$ cat src/rtl/addr_gen_pkg.sv
// rtl/addr_gen_pkg.sv - shared widths and FSM state encoding for addr_gen_seq
package addr_gen_pkg;

  localparam int PAGE_W = 8;
  localparam int ADDR_W = 16;

  typedef enum logic [1:0] {
    IDLE = 2'd0,
    LO   = 2'd1,
    HI   = 2'd2,
    DONE = 2'd3
  } state_t;

endpackage

$ cat src/rtl/addr_gen_seq_addsub8.sv
// rtl/addr_gen_seq_addsub8.sv - 8-bit adder/subtractor shared by the low and high byte passes
module addsub8 (
  input  logic [7:0] a,
  input  logic [7:0] b,
  input  logic       ci,
  input  logic       add,
  output logic [7:0] s,
  output logic       co
);

  logic [7:0] b_eff;
  logic [8:0] sum;

  // Subtract is a + ~b + ci, so ci=1 means "no borrow in" and co=1 means "no borrow out".
  assign b_eff = add ? b : ~b;
  assign sum   = {1'b0, a} + {1'b0, b_eff} + {8'b0, ci};
  assign s     = sum[7:0];
  assign co    = sum[8];

endmodule

$ cat src/rtl/addr_gen_seq.sv
// rtl/addr_gen_seq.sv - two-pass effective address generator (low byte, optional high-byte fix-up)
// Optional feature: ADDR_GEN_SIGNED_OFFSET_EN treats offset as two's complement.
module addr_gen_seq
  import addr_gen_pkg::*;
(
  input  logic              clk,
  input  logic              reset_n,
  input  logic              in_valid,
  output logic              in_ready,
  input  logic [ADDR_W-1:0] base,
  input  logic [PAGE_W-1:0] offset,
  input  logic              always_hi,
  output logic              out_valid,
  input  logic              out_ready,
  output logic [ADDR_W-1:0] addr,
  output logic              page_cross
);

`ifdef ADDR_GEN_SIGNED_OFFSET_EN
  localparam logic SIGNED_OFF = 1'b1;
`else
  localparam logic SIGNED_OFF = 1'b0;
`endif

  state_t            state;
  logic [ADDR_W-1:0] base_q;
  logic [PAGE_W-1:0] off_q;
  logic              hi_q;
  logic              carry_q;

  logic [PAGE_W-1:0] as_a;
  logic [PAGE_W-1:0] as_b;
  logic              as_ci;
  logic              as_add;
  logic [PAGE_W-1:0] as_s;
  logic              as_co;
  logic              neg_off;
  logic              cross_lo;

  assign neg_off = SIGNED_OFF & off_q[PAGE_W-1];

  // A negative offset crosses backward exactly when the low add produced no carry.
  assign cross_lo = neg_off ? ~as_co : as_co;

  always_comb begin
    as_a   = base_q[PAGE_W-1:0];
    as_b   = off_q;
    as_ci  = 1'b0;
    as_add = 1'b1;
    if (state == HI) begin
      as_a = base_q[ADDR_W-1:PAGE_W];
      as_b = '0;
      if (neg_off && !carry_q) begin
        as_add = 1'b0;
      end else if (!neg_off && carry_q) begin
        as_ci = 1'b1;
      end
    end
  end

  addsub8 u_addsub (
    .a   (as_a),
    .b   (as_b),
    .ci  (as_ci),
    .add (as_add),
    .s   (as_s),
    .co  (as_co)
  );

  always_ff @(posedge clk or negedge reset_n) begin
    if (!reset_n) begin
      state      <= IDLE;
      base_q     <= '0;
      off_q      <= '0;
      hi_q       <= 1'b0;
      carry_q    <= 1'b0;
      in_ready   <= 1'b1;
      out_valid  <= 1'b0;
      addr       <= '0;
      page_cross <= 1'b0;
    end else begin
      case (state)
        IDLE: begin
          if (in_valid) begin
            base_q   <= base;
            off_q    <= offset;
            hi_q     <= always_hi;
            in_ready <= 1'b0;
            state    <= LO;
          end
        end
        LO: begin
          addr[PAGE_W-1:0] <= as_s;
          carry_q          <= as_co;
          page_cross       <= cross_lo;
          if (cross_lo || hi_q) begin
            state <= HI;
          end else begin
            addr[ADDR_W-1:PAGE_W] <= base_q[ADDR_W-1:PAGE_W];
            out_valid             <= 1'b1;
            state                 <= DONE;
          end
        end
        HI: begin
          addr[ADDR_W-1:PAGE_W] <= as_s;
          out_valid             <= 1'b1;
          state                 <= DONE;
        end
        DONE: begin
          if (out_ready) begin
            out_valid <= 1'b0;
            in_ready  <= 1'b1;
            state     <= IDLE;
          end
        end
        default: state <= IDLE;
      endcase
    end
  end

endmodule

$ cat config.mk
export PLATFORM = sky130hd
export DESIGN_NAME = addr_gen_seq
export DESIGN_NICKNAME = d
export VERILOG_FILES = /design/src/rtl/addr_gen_pkg.sv /design/src/rtl/addr_gen_seq_addsub8.sv /design/src/rtl/addr_gen_seq.sv
export SDC_FILE = /design/constraint.sdc
export NUM_CORES = 1
export LEC_CHECK = 0
export BUFFER_PORTS_ARGS = -buffer_cell sky130_fd_sc_hd__buf_2
export CAP_MARGIN = 20
export CELL_PAD_IN_SITES_DETAIL_PLACEMENT = 1
export CELL_PAD_IN_SITES_GLOBAL_PLACEMENT = 2
export CORE_UTILIZATION = 37
export DETAILED_ROUTE_END_ITERATION = 10
export GPL_TIMING_DRIVEN = 0
export HOLD_SLACK_MARGIN = 0.06
export PLACE_DENSITY = 0.9
export SLEW_MARGIN = 15
export SYNTH_ARGS = -nofsm -noshare
export SYNTH_HDL_FRONTEND = slang
export SYNTH_HIERARCHICAL = 1
export SYNTH_SLANG_ARGS = --single-unit
$ cat constraint.sdc
create_clock -name clk -period 4 [get_ports clk]
set_input_delay 1.2 -clock clk [delete_from_list [all_inputs] [get_ports clk]]
set_output_delay 1.2 -clock clk [all_outputs]
set_load 0.01 [all_outputs]
### Word-level counts from Yosys, hierarchy flattened

Cells that the tools add are included.

* add/sub/neg operators: 2
* equality and inequality tests: 6
* mux-type cells: 16
* reductions and logical operators: 10

Operators by type and width (count)
* two-way mux 8 bit: 3
* one-hot mux 8 bit (2 select lines): 1
* adder 8 x 8 -> 9 bit: 1
* adder 9 x 1 -> 9 bit: 1
* one-hot mux 2 bit (4 select lines): 1
* two-way mux 1 bit: 7
* != test 2 bit (second input constant): 3
* AND reduction 2 bit: 3
* AND reduction 3 bit: 2
* equality test 2 bit (second input constant): 2
* two-way mux 2 bit: 2
* nonzero test 2 bit: 2
* one-hot mux 1 bit (3 select lines): 1
* nonzero test 3 bit: 1
* equality test 2 x 1 -> 1 bit (second input constant): 1
* logical NOT 2 bit: 1
* one-hot mux 1 bit (2 select lines): 1
* logical OR 1 bit: 1

* bits in registers: 46
* bits of input ports: 29
* output and inout port bits: 19

### Depth between registers and ports, before layout

* depth after elaboration: 7
* gate-level depth with buffers: 17
* mapped depth without buffers: 14

### Cells and area by module

The synthesis kept the hierarchy.

Modules (own cells, without submodules)
* addr_gen_seq: instances 1, cells an instance 146, area each 2143.3 um^2
* addsub8: instances 1, cells an instance 53, area each 417.9 um^2

### Least setup slack after synthesis

OpenSTA, ideal clock, no wires.

* path type: register to register
* start point: reg state[0]
* end point: reg addr[10]
* library setup time: 0.125 ns
* data arrival time: 3.488 ns
* required time: 3.875 ns
* path slack: 0.388 ns
* cell stages (with the launch flop): 18
* path buffers: 3
* clock period less this slack: 3.612 ns
* cells stage by stage: dfrtp_1 > inv_1 > ha_1 > buf_6 > buf_12 > buf_2 > nor2b_1 > xor2_1 > fa_1 > fa_1 > nor2b_4 > o21ai_2 > a21boi_2 > o21ai_1 > a21oi_1 > nor3b_2 > a21oi_4 > mux2_2

* cells in the longest elaborated chain, start to end: 7
* elaborated cells on any way between the ends: 12
* those cells by class: 2 x add/sub; 3 x eq/ne; 4 x mux; 3 x reduce/logical

RTL lines
* from (decl): line addr_gen_seq.sv:25 `state_t state;`
* from (signal assigned): line addr_gen_seq.sv:72 `state <= IDLE;`
* from (signal assigned): line addr_gen_seq.sv:89 `state <= LO;`
* from (signal assigned): line addr_gen_seq.sv:97 `state <= HI;`
* equality test 2 bit: line addr_gen_seq.sv:50 `if (state == HI) begin`
* two-way mux 8 bit: line addr_gen_seq.sv:50
* named net as_b[0]: line addr_gen_seq.sv:32 `logic [PAGE_W-1:0] as_b;`
* adder 8 x 8 -> 9 bit: line addr_gen_seq_addsub8.sv:16 `assign sum = {1'b0, a} + {1'b0, b_eff} + {8'b0, ci};`
* adder 9 x 1 -> 9 bit: line addr_gen_seq_addsub8.sv:16
* named net as_co: line addr_gen_seq.sv:36 `logic as_co;`
* logical OR 1 bit: line addr_gen_seq.sv:96 `if (cross_lo || hi_q) begin`
* != test 2 bit (no source line)
* AND reduction 2 bit (no source line)
* to (signal, indexed assignment): line addr_gen_seq.sv:93 `addr[PAGE_W-1:0] <= as_s;`
* to (signal, indexed assignment): line addr_gen_seq.sv:99 `addr[ADDR_W-1:PAGE_W] <= base_q[ADDR_W-1:PAGE_W];`
* to (signal, indexed assignment): line addr_gen_seq.sv:105 `addr[ADDR_W-1:PAGE_W] <= as_s;`
* to (decl): line addr_gen_seq.sv:15 `output logic [ADDR_W-1:0] addr,`

The timed path passes the listed nets, and every way through them passes these cells.
A chain may end at the register's enable or synchronous reset.

### Final worst setup path

* start point: reg state[0]
* end point: reg addr[13]

* cells in the longest elaborated chain, start to end: 7
* elaborated cells on any way between the ends: 12
* those cells by class: 2 x add/sub; 3 x eq/ne; 4 x mux; 3 x reduce/logical

RTL lines
* equality test 2 bit: line addr_gen_seq.sv:50
* two-way mux 8 bit: line addr_gen_seq.sv:50
* named net as_a[0]: line addr_gen_seq.sv:31 `logic [PAGE_W-1:0] as_a;`
* adder 8 x 8 -> 9 bit: line addr_gen_seq_addsub8.sv:16
* adder 9 x 1 -> 9 bit: line addr_gen_seq_addsub8.sv:16
* named net as_co: line addr_gen_seq.sv:36
* logical OR 1 bit: line addr_gen_seq.sv:96
* != test 2 bit (no source line)
* AND reduction 2 bit (no source line)

The timed path passes the listed nets, and every way through them passes these cells.

==> results.cfg <==
[job]
maxCapViolations = 0

[die]
die_w_um = 85.2
core_um2 = 6530
dieArea_um2 = 7260
row_count = 29
pin_count = 48
initial_core_util_pct = 39.2
fp.dieH_um = 85.2

[power]
leakage_nw = 1.38
ir_drop_uv = 392
intPower_mw = 1.95
switching_share_pct = 38.6
p_seq_share_pct = 27.2
totalPowerFinal_mw = 3.18
p_per_area_nw_per_um2 = 1050
pwr-share-comb_pct = 64.2
clock_power_share_pct = 8.6
switching_power_mw = 1.23

[clocking]
cts_buffer_depth = 2
numCtsBuffers = 5
root_buffer = clkbuf_8
htree_num_levels = 2
cts_tree = yes
clk_pin_slew_ns = 0.08
worst_skew_pair.late_latency_ns = 0.30
clock-sinks = 46

[setup_path]
crit_fanout = 19
worstSetupPathType = flop to flop
path_delay_family = adder cells
startpoint_type = flop
critical-path-max-stage-delay_ns = 0.46
required_ns = 4.19
cp-end-kind = flop
crit_buf_inv = 5
worstPathCellList = inv_1, ha_1, buf_6, buf_12, mux2_2, inv_1, fa_1, fa_2, nor2b_4, o21ai_2, a21boi_2, o21ai_1, a21oi_2, nor3b_2, a21oi_4, buf_4, mux2_2
slowest_stage = fa_1
worstPathArrival_ns = 3.95

[sta]
fin_crit_ns = 3.77
max_freq_mhz = 266
slew_viol_final = 0
hold_viol = 0
rsz0062_at_grt = false
slew_headroom_pct = 60.9
finalCritPeriodShare_pct = 94.1
fin_setup_tns_ns = 0
skew_ns = 0.00589
finalSetupViolCount = 0
tightestPinTransition_ns = 0.586

[place]
dp_hpwl_um = 3890
io_buffers = 47
dp.cells = 323
gp_congestion = 0.762

[finish]
n_antenna_cell = 0
fin_util_pct = 46.6
fillers = 717
layout.nets = 301
multi_input_area_um2 = 1310
seq_area_um2 = 1150
fin_cells = 334
layout_commonest_cell = mux2_2
drive_gt1_share_pct = 52.1
syn2layout_area_growth_pct = 18.8
layout_common_cells = mux2_2 (57), buf_2 (50), dfrtp_1 (44)

[hold_path]
min_path_type = flop to flop

[synth]
syn_inst = 199
ys_seq_elements = 46
synth_top_area_share_pct = 44.0
syn_avg_cell_area_um2 = 12.9
ys.warnings.count = 6
seq_area_frac_synth_pct = 45.0
synth_top_cell_by_area = dfrtp_1
syn-cell-area_um2 = 2560
syn_nets = 243
synth.area.top_cells = dfrtp_1 (44%), mux2_2 (25%), ha_1 (6.4%)
synth_cell_type_count = 42

[global_route]
grt_start_max_net_pins = 47
overflow = 0
antenna_found_initial = 0
grt.total_usage_pct = 15.8
grt_pass1_wl_um = 8770
grt_pass1_vias = 1836

[route]
wirelength_um = 5260
via_per_inst = 5.08
drtIter0Drc = 44
dr.pass1.iters = 4
num_vias = 1696
wl_per_cell_um = 15.8
drc = 0
ant_nets = 0

[outcome]
status = complete, no violations
cells by family (layout without fill, tap and decap cells):
kind of cell    Yosys count  count (layout)  share of synthesized area [%]
compound gates           22              22                           6.55
xor+xnor                 12              12                           4.10
fa+ha+maj                15              15                           7.91
buf+inv                  19              77                           4.05
flops                    46              46                           45.0
mux                      60              60                           26.6
other cells               1               1                          0.146
simple gates             24              24                           5.62
area by class of cell:
cell class              count  area share, %
multi-input cells         134           43.1
flip-flops and latches     46           37.9
repair buffers             52           10.0
well taps                  77           3.17
clock buffers               7           2.51
plain buffers               6           1.77
inverters                  12           1.48
sequential cells by signal, summed over array words and instances (netlist names):
signal,cells
addr,16
base_q,16
carry_q,1
hi_q,1
in_ready,1
off_q,8
out_valid,1
state,2
worst reg2reg max path: stages, from the launching register on:
cell	delay, ns
dfrtp_2	0.41
inv_1	0.09
ha_1	0.21
buf_6	0.15
buf_12	0.16
mux2_2	0.22
inv_1	0.05
fa_1	0.46
fa_2	0.39
nor2b_4	0.12
o21ai_2	0.07
a21boi_2	0.19
o21ai_1	0.13
a21oi_2	0.24
nor3b_2	0.10
a21oi_4	0.16
buf_4	0.16
mux2_2	0.34
synth_stat cells:
cell type	instances
buf_2	4
a2bb2oi_1	1
or3_1	1
and2_1	1
mux2i_1	1
o21a_1	3
fa_1	2
o221ai_1	1
o21ai_1	1
a21oi_1	4
nor2_1	6
nand2_1	1
a21boi_1	1
nor2b_4	1
nand2b_1	1
mux2_4	2
dfstp_2	1
o211ai_1	2
nor2b_1	9
xor2_1	1
o22ai_1	1
inv_2	1
o31a_1	1
a21oi_4	1
buf_4	1
ha_1	13
nor3_1	1
o21ai_2	1
mux2_2	57
a21boi_2	1
conb_1	1
dfrtp_1	45
a32o_1	1
inv_1	11
nand2_2	1
xnor2_1	11
o21ai_0	2
buf_12	1
nor3b_2	1
buf_6	1
nand3_1	1
a21oi_2	1
metal layers:
metal,GRT usage (%),vias up,share of wire [%]
met2,26.9,31,50
met4,4.62,0,1.1
met3,3.21,8,2.9
met5,0,-,0
li1,-,802,-
met1,20.4,855,46
power groups by stage:
| stage | clock network [mW] | logic (mW) | registers, mW |
|---|---|---|---|
| global route | 0.300 | 2.26 | 0.901 |
| detailed placement | 0 | 1.95 | 0.880 |
| finish | 0.273 | 2.04 | 0.864 |
| global placement | 0 | 1.89 | 0.865 |
| floorplan | 0 | 1.49 | 0.880 |
| CTS | 0.282 | 2.03 | 0.871 |
final timing paths:
kind	start	to	slack [ns]	cells past startpoint
worst max-delay path	state[0]	addr[13]	0.23	17
worst min-delay path	out_valid	out_valid	0.50	1
worst max register to register	state[0]	addr[13]	0.23	17
worst min register to register	out_valid	out_valid	0.50	1
max in group asynchronous	reset_n	base_q[2]	2.58	2
min in group asynchronous	reset_n	addr[13]	0.89	1
per-stage QoR:
step           hold WS, ns  area (um2)  worst slack (ns)
2_1_floorplan        0.471        2560             0.388
3_3_place_gp         0.474        2890            -0.125
6_report             0.503        3040             0.234
4_1_cts              0.509        3000            0.0859
5_1_grt              0.516        3040           0.00939
3_5_place_dp         0.490        2890            -0.195
repair_timing:
| action | in CTS | in global routing |
|---|---|---|
| pin swaps | 0 | 1 |
| hold buffers | 0 | 0 |
| gates resized for setup | 1 | 2 |
| endpoints found under the setup margin | 8 | 8 |
| buffers inserted | 2 | 2 |
Note: power is estimated with default switching activity, not from simulation.
